## src/rtl/cpu_pkg.sv

```systemverilog
// cpu_pkg: shared constants and types for the fetch-side program counter logic.
//   NOP_INSTR / BX_STALL_INSTR : instruction words injected into decode
//   pc_mux_t                   : next-PC select codes driven by the branch decoder
//   seq_state_t                : sequencer FSM states
//   exp_flush()                : which select codes the decoder must flag with flush
package cpu_pkg;

    localparam logic [15:0] NOP_INSTR      = 16'hBF00;
    localparam logic [15:0] BX_STALL_INSTR = 16'hBF01;

    typedef enum logic [2:0] {
        SEQ    = 3'd0,
        BCOND  = 3'd1,
        B      = 3'd2,
        BL     = 3'd3,
        BX_REG = 3'd4,
        BX_DEC = 3'd6
    } pc_mux_t;

    typedef enum logic {
        RUN     = 1'b0,
        BX_WAIT = 1'b1
    } seq_state_t;

    // Every redirecting or BX-related select must come with a decoder flush.
    function automatic logic exp_flush(input logic [2:0] sel);
        return (sel == 3'd1) || (sel == 3'd2) || (sel == 3'd3) ||
               (sel == 3'd4) || (sel == 3'd6);
    endfunction

endpackage

```

## src/rtl/pc_next_calc.sv

```systemverilog
// pc_next_calc: combinational candidate next-PC values.
//   pc_i      : current fetch address
//   dec_pc_i  : address of the instruction currently in decode (branch base)
//   im8_i     : sign-extended conditional-branch offset
//   im11_i    : sign-extended unconditional/BL offset
//   seq_pc_o  : pc + 1
//   link_pc_o : dec_pc + 1 (branch base and BL return address)
//   bcond_pc_o: dec_pc + 1 + im8
//   b_pc_o    : dec_pc + 1 + im11
// All sums wrap modulo 2^ADDR_W.
module pc_next_calc #(
    parameter int ADDR_W = 16
) (
    input  logic [ADDR_W-1:0] pc_i,
    input  logic [ADDR_W-1:0] dec_pc_i,
    input  logic [ADDR_W-1:0] im8_i,
    input  logic [ADDR_W-1:0] im11_i,
    output logic [ADDR_W-1:0] seq_pc_o,
    output logic [ADDR_W-1:0] link_pc_o,
    output logic [ADDR_W-1:0] bcond_pc_o,
    output logic [ADDR_W-1:0] b_pc_o
);

    localparam logic [ADDR_W-1:0] ONE = {{(ADDR_W-1){1'b0}}, 1'b1};

    // Candidate addresses; the sequencer FSM chooses among them.
    always_comb begin
        seq_pc_o   = pc_i + ONE;
        link_pc_o  = dec_pc_i + ONE;
        bcond_pc_o = link_pc_o + im8_i;
        b_pc_o     = link_pc_o + im11_i;
    end

endmodule

```

## src/rtl/pc_sequencer.sv

```systemverilog
// pc_sequencer: program counter, link register and fetch squash control.
//   clk, rst_n       : clock, synchronous active-low reset
//   stall_i          : freezes all state
//   pc_mux_i         : next-PC select from the branch decoder
//   flush_i, lr_sel_i: decoder side-band flags, cross-checked against pc_mux_i
//   im8_i, im11_i    : sign-extended branch offsets
//   bx_target_i      : register target for BX, valid while bx_busy_o
//   imem_addr_o      : fetch address (IMem returns data one cycle later)
//   imem_rdata_i     : fetched instruction
//   instr_o, pc_d_o  : instruction presented to decode and its address
//   lr_o, lr_we_o    : link register and its one-cycle write pulse
//   bx_busy_o        : high while the BX stall instruction is in decode
//   illegal_o        : one-cycle pulse on an illegal or inconsistent select
module pc_sequencer
    import cpu_pkg::*;
#(
    parameter int                ADDR_W   = 16,
    parameter logic [ADDR_W-1:0] RESET_PC = '0
) (
    input  logic              clk,
    input  logic              rst_n,
    input  logic              stall_i,
    input  logic [2:0]        pc_mux_i,
    input  logic              flush_i,
    input  logic              lr_sel_i,
    input  logic [ADDR_W-1:0] im8_i,
    input  logic [ADDR_W-1:0] im11_i,
    input  logic [ADDR_W-1:0] bx_target_i,
    output logic [ADDR_W-1:0] imem_addr_o,
    input  logic [15:0]       imem_rdata_i,
    output logic [15:0]       instr_o,
    output logic [ADDR_W-1:0] pc_d_o,
    output logic [ADDR_W-1:0] lr_o,
    output logic              lr_we_o,
    output logic              bx_busy_o,
    output logic              illegal_o
);

    logic [ADDR_W-1:0] pc_q, pc_d;
    logic [ADDR_W-1:0] dec_pc_q, dec_pc_d;
    logic [ADDR_W-1:0] lr_q, lr_d;
    seq_state_t        state_q, state_d;
    logic              squash_q, squash_d;
    logic              lr_we_q, lr_we_d;
    logic              illegal_q, illegal_d;

    logic [ADDR_W-1:0] seq_pc_s, link_pc_s, bcond_pc_s, b_pc_s;
    logic              inconsistent_s;

    pc_next_calc #(.ADDR_W(ADDR_W)) u_next (
        .pc_i       (pc_q),
        .dec_pc_i   (dec_pc_q),
        .im8_i      (im8_i),
        .im11_i     (im11_i),
        .seq_pc_o   (seq_pc_s),
        .link_pc_o  (link_pc_s),
        .bcond_pc_o (bcond_pc_s),
        .b_pc_o     (b_pc_s)
    );

    // Decoder side-band flags must agree with the select it drives.
    assign inconsistent_s = (flush_i != exp_flush(pc_mux_i)) ||
                            (lr_sel_i != (pc_mux_i == 3'd3));

    // Next-state logic: stall > BX completion > squashed slot > decode select.
    always_comb begin
        pc_d      = pc_q;
        dec_pc_d  = dec_pc_q;
        lr_d      = lr_q;
        state_d   = state_q;
        squash_d  = squash_q;
        lr_we_d   = 1'b0;
        illegal_d = 1'b0;
        if (stall_i) begin
            pc_d = pc_q;
        end else if (state_q == BX_WAIT) begin
            // Decode holds BF01; only the BX_REG select may complete the BX.
            illegal_d = (pc_mux_i != 3'(BX_REG)) || inconsistent_s;
            if (pc_mux_i == 3'(BX_REG)) begin
                pc_d     = bx_target_i;
                dec_pc_d = pc_q;
                squash_d = 1'b1;
                state_d  = RUN;
            end else begin
                state_d = BX_WAIT;
            end
        end else if (squash_q) begin
            // Decode holds a squashed NOP: its select is stale, just advance.
            pc_d     = seq_pc_s;
            dec_pc_d = pc_q;
            squash_d = 1'b0;
        end else begin
            illegal_d = inconsistent_s;
            dec_pc_d  = pc_q;
            case (pc_mux_i)
                3'(SEQ): begin
                    pc_d     = seq_pc_s;
                    squash_d = 1'b0;
                end
                3'(BCOND): begin
                    pc_d     = bcond_pc_s;
                    squash_d = 1'b1;
                end
                3'(B): begin
                    pc_d     = b_pc_s;
                    squash_d = 1'b1;
                end
                3'(BL): begin
                    pc_d     = b_pc_s;
                    squash_d = 1'b1;
                    lr_d     = link_pc_s;
                    lr_we_d  = 1'b1;
                end
                3'(BX_DEC): begin
                    // Hold fetch and decode address while BF01 is injected.
                    dec_pc_d = dec_pc_q;
                    state_d  = BX_WAIT;
                end
                default: begin
                    // BX_REG outside BX_WAIT and the unused codes run sequentially.
                    pc_d      = seq_pc_s;
                    squash_d  = 1'b0;
                    illegal_d = 1'b1;
                end
            endcase
        end
    end

    // State register with synchronous reset.
    always_ff @(posedge clk) begin
        if (!rst_n) begin
            pc_q      <= RESET_PC;
            dec_pc_q  <= RESET_PC;
            lr_q      <= '0;
            state_q   <= RUN;
            squash_q  <= 1'b1;
            lr_we_q   <= 1'b0;
            illegal_q <= 1'b0;
        end else begin
            pc_q      <= pc_d;
            dec_pc_q  <= dec_pc_d;
            lr_q      <= lr_d;
            state_q   <= state_d;
            squash_q  <= squash_d;
            lr_we_q   <= lr_we_d;
            illegal_q <= illegal_d;
        end
    end

    // Instruction to decode: BX stall word, squash bubble, or fetched word.
    always_comb begin
        if (state_q == BX_WAIT) begin
            instr_o = BX_STALL_INSTR;
        end else if (squash_q) begin
            instr_o = NOP_INSTR;
        end else begin
            instr_o = imem_rdata_i;
        end
    end

    assign imem_addr_o = pc_q;
    assign pc_d_o      = dec_pc_q;
    assign lr_o        = lr_q;
    assign lr_we_o     = lr_we_q;
    assign illegal_o   = illegal_q;
    assign bx_busy_o   = (state_q == BX_WAIT);

endmodule
```

## config.mk

```make
export PLATFORM = sky130hd
export DESIGN_NAME = pc_sequencer
export DESIGN_NICKNAME = d
export VERILOG_FILES = /design/src/rtl/cpu_pkg.sv /design/src/rtl/pc_next_calc.sv /design/src/rtl/pc_sequencer.sv
export SDC_FILE = /design/constraint.sdc
export NUM_CORES = 1
export LEC_CHECK = 0
export CAP_MARGIN = 20
export CORE_ASPECT_RATIO = 0.7
export CORE_MARGIN = 8
export CORE_UTILIZATION = 46
export DETAILED_ROUTE_END_ITERATION = 8
export GPL_ROUTABILITY_DRIVEN = 0
export GPL_TIMING_DRIVEN = 0
export HOLD_SLACK_MARGIN = 0.08
export PLACE_DENSITY = 0.87
export SLEW_MARGIN = 0
export SYNTH_ARGS = -nofsm -noshare
export SYNTH_HDL_FRONTEND = slang
export SYNTH_SLANG_ARGS = --single-unit
```

## constraint.sdc

```tcl
create_clock -name clk -period 5.25 [get_ports clk]
set_input_delay 1.05 -clock clk [delete_from_list [all_inputs] [get_ports clk]]
set_output_delay 1.05 -clock clk [all_outputs]
set_load 0.1 [all_outputs]
```

==> results.sh, run 1 <==
export IMPL_antenna_left=0
export IMPL_hold_viol=0
export IMPL_root_buffer="clkbuf_16"
export IMPL_synth_seq_area_share_pct=26.5
export IMPL_die_w_um=126
export IMPL_maxCapViolCount=0
export IMPL_wl_mm=13.9
export IMPL_top_layer_used="met4"
export IMPL_overflow=0
export IMPL_fin_worst_skew_ps=9.36
export IMPL_finalNonFillerCells=734
export IMPL_yosys_warnings=0
export IMPL_hpwlAfterDp_mm=10.9
export IMPL_drcViolationCount=0
export IMPL_yosysTopAreaCell="dfxtp_1"
export IMPL_numCtsBuffers=5
export IMPL_rsz0062_at_grt="false"
export IMPL_ys_seq_elements=52
export IMPL_crit_path_start_kind="input pin"
export IMPL_whs_endpoint="pc_d_o[15]"
export IMPL_nets=718
export IMPL_arrival_ps=4960
export IMPL_cts_setup_buffers=0
export IMPL_syn_cell_area_um2=3920
export IMPL_antenna_cells=0
export IMPL_crit_slowest_cell="clkdlybuf4s50_1"
export IMPL_pin_count=139
export IMPL_hold_start="pc_d_o[15]"
export IMPL_holdWs_ps=496
export IMPL_drtIter0Drc=520
export IMPL_reg2reg_slack_ps=1870
export IMPL_grt_max_degree=17
export IMPL_ys_top_cells_by_count="61 x nand2_1, 52 x dfxtp_1, 25 x clkbuf_1, 25 x o21ai_0, 21 x nor2_1"
export IMPL_crit_family="compound AO/OA/AOI/OAI gates"
export IMPL_ys_top_cells_by_area="dfxtp_1 27%, nand2_1 5.8%, ha_1 5.4%"
export IMPL_synthesis_nets=575
export IMPL_die_h_um=93.3
export IMPL_area_delta_synth_final_pct=41.9
export IMPL_grt_pass1_wl_mm=22.2
export IMPL_finalMaxSlewViolations=0
export IMPL_crit_path_max_fanout=17
export IMPL_io_buffers=137
export IMPL_grt_usage_pct=23.1
export IMPL_die_area_um2=11800
export IMPL_timing_final_ws_setup_ps=533
export IMPL_r2r_start="pc_d_o[0]"
export IMPL_cpMostUsedCell="a21oi_1"
export IMPL_ys_async_sr_fraction_pct=0
export IMPL_grt_pass1_vias=4306
export IMPL_setup_viol=0
export IMPL_initial_core_util_pct=46.9
export IMPL_syn_inst=485
export IMPL_clk_latency_ps=300
export IMPL_coreArea_um2=8370
export IMPL_synth_top_cell_area_share_pct=26.5
export IMPL_ys_types=63
export IMPL_antenna_found_initial=0
export IMPL_clkSinkCount=52
export IMPL_clock_path_buffers=2
export IMPL_hold_path_class="reg2reg"
export IMPL_p_per_area_nw_per_um2=230
export IMPL_vdd_drop_max_uv=129
export IMPL_relSlewSlack_pct=32.5
export IMPL_dp_cells=727
export IMPL_cp_slowest_stage_delay_ps=560
export IMPL_drive_above_1_share_pct=5.09
export IMPL_hold_buffers=0
export IMPL_yosysMostFrequentCell="nand2_1"
export IMPL_dr_wl_met3_mm=1.60
export IMPL_pre_cts_ws_ps=-202
export IMPL_route_met2_wl_mm=5.91
export IMPL_reg2regPathDepth=12
export IMPL_rows=28
export IMPL_period_share_pct=89.8
export IMPL_met1Wirelength_mm=6.04
export IMPL_synth_ff_type="dfxtp_1"
export IMPL_required_ps=5490
export IMPL_vias_per_cell=5.89
export IMPL_wl_per_cell_um=18.9
export IMPL_fmax_ghz=0.212
export IMPL_path_buf_inv=2
export IMPL_endpoint_kind="flop"
export IMPL_clk_pin_slew_ps=80
export IMPL_h_tree_depth=2
export IMPL_outcome="finished clean"
export IMPL_p_leak_nw=2.17
export IMPL_via_count=4326
export IMPL_tightest_slew_ps=1010
export IMPL_cts_resized=0
export IMPL_min_period_ps=4720
export IMPL_regToRegEndpoint="imem_addr_o[9]"
export IMPL_hold_path_cell_count=2
export IMPL_critPathKind="in2reg"
export IMPL_synth_edf_count=0
export IMPL_post_route_util_pct=66.5
export IMPL_cts_tree="yes"
export IMPL_firstDrtPassIters=5
export IMPL_synth_avg_cell_area_um2=8.09
export IMPL_path_cells="clkdlybuf4s50_1 > nor2b_1 > buf_4 > mux2_2 > ha_1 > fa_1 > a21o_1 > a21oi_1 > a2111oi_4 > o211a_1 > o21ai_0 > a21oi_1 > o31a_1 > a21oi_2"
==> cells in the final DEF (no fill, tap or decap), types with 19 or more instances in the layout <==
cell type / n
xor2_1: 19
dfxtp_1: 52
nand2_1: 61
o21ai_0: 25
nor2_1: 21
clkbuf_1: 25
clkdlybuf4s50_1: 137
a21oi_1: 20
==> cell type report <==
type	count	area, µm²
multi-input cells	394	2730
repair buffers	137	1370
fillers	686	2810
clock buffers	6	129
plain buffers	26	101
inverters	12	45.0
clock inverters	2	16.3
flip-flops and latches	52	1040
well taps	105	131
==> worst reg2reg max path, delay by kind of cell (launching register included) <==
family / cells / cell delay [ps]
adder cells (fa/ha/maj): 3 / 1000
XOR/XNOR: 2 / 500
AO/OA/AOI/OAI: 6 / 1150
AND/OR/NAND/NOR: 1 / 180
flip-flops: 1 / 490
==> stage by stage <==
step | TNS (ps) | instance area [µm²] | power, W
detailed placement | -399 | 5430 | 0.000938
floorplan | 0 | 3920 | 0.000778
CTS | 0 | 5570 | 0.00127
finish | 0 | 5570 | 0.00128
global route | 0 | 5570 | 0.00132
global placement | 0 | 5430 | 0.000927
==> flip-flops by register name, indices dropped and copies added, names as in the netlist <==
register and flops:
bx_busy_o 1, illegal_o 1, imem_addr_o 16, lr_o 16, lr_we_o 1, pc_d_o 16, squash_q 1
==> power by group <==
part	internal, W	leakage, nW	switching (W)
Clock	0.000179	0.0671	0.000164
Sequential	0.000411	0.423	0.0000285
Combinational	0.000171	1.68	0.000326
Total	0.000761	2.17	0.000519
==> routing by layer <==
metal,up-vias,track usage (%)
met5,-,0
met1,1979,29.3
met4,0,7.58
met2,299,36.2
met3,38,7.73
li1,2010,-
==> cell families after synthesis <==
family	after synthesis	share of synthesized area, %
AND/OR/NAND/NOR	192	25.7
buffers and inverters	39	3.83
XOR/XNOR	36	8.93
adder cells (fa/ha/maj)	19	6.19
flip-flops	52	26.5
AO/OA/AOI/OAI	116	20.4
multiplexers	31	8.35
==> worst max-delay path by stage <==
stage / slack (ps) / cells past startpoint / to / from
2_1_floorplan: 1030 / 2 / instr_o[0] / imem_rdata_i[0]
3_3_place_gp: 4 / 15 / imem_addr_o[10] / pc_mux_i[1]
3_5_place_dp: -200 / 15 / imem_addr_o[14] / pc_mux_i[1]
4_1_cts: 100 / 15 / imem_addr_o[14] / pc_mux_i[1]
5_1_grt: 340 / 14 / imem_addr_o[14] / pc_mux_i[1]
6_report: 530 / 14 / imem_addr_o[10] / pc_mux_i[1]
Power figures use the tool's default switching activity.
==> inputs of run 2 (changes only) <==
--- a/config.mk
+++ b/config.mk
@@ -5,6 +5,7 @@
 export SDC_FILE = /design/constraint.sdc
 export NUM_CORES = 1
 export LEC_CHECK = 0
+export ABC_CLOCK_PERIOD_IN_PS = 5250
 export CAP_MARGIN = 20
 export CORE_ASPECT_RATIO = 0.7
 export CORE_MARGIN = 8
==> results of run 2 <==
Same layout as run 1: the final DEF is identical, and so are final timing and power.
==> inputs of run 3 (changes only) <==
--- a/config.mk
+++ b/config.mk
@@ -15,7 +15,6 @@
 export GPL_TIMING_DRIVEN = 0
 export HOLD_SLACK_MARGIN = 0.08
 export PLACE_DENSITY = 0.87
-export SLEW_MARGIN = 0
 export SYNTH_ARGS = -nofsm -noshare
 export SYNTH_HDL_FRONTEND = slang
 export SYNTH_SLANG_ARGS = --single-unit
==> results of run 3 <==
Same layout as run 1: the final DEF is identical, and so are final timing and power.
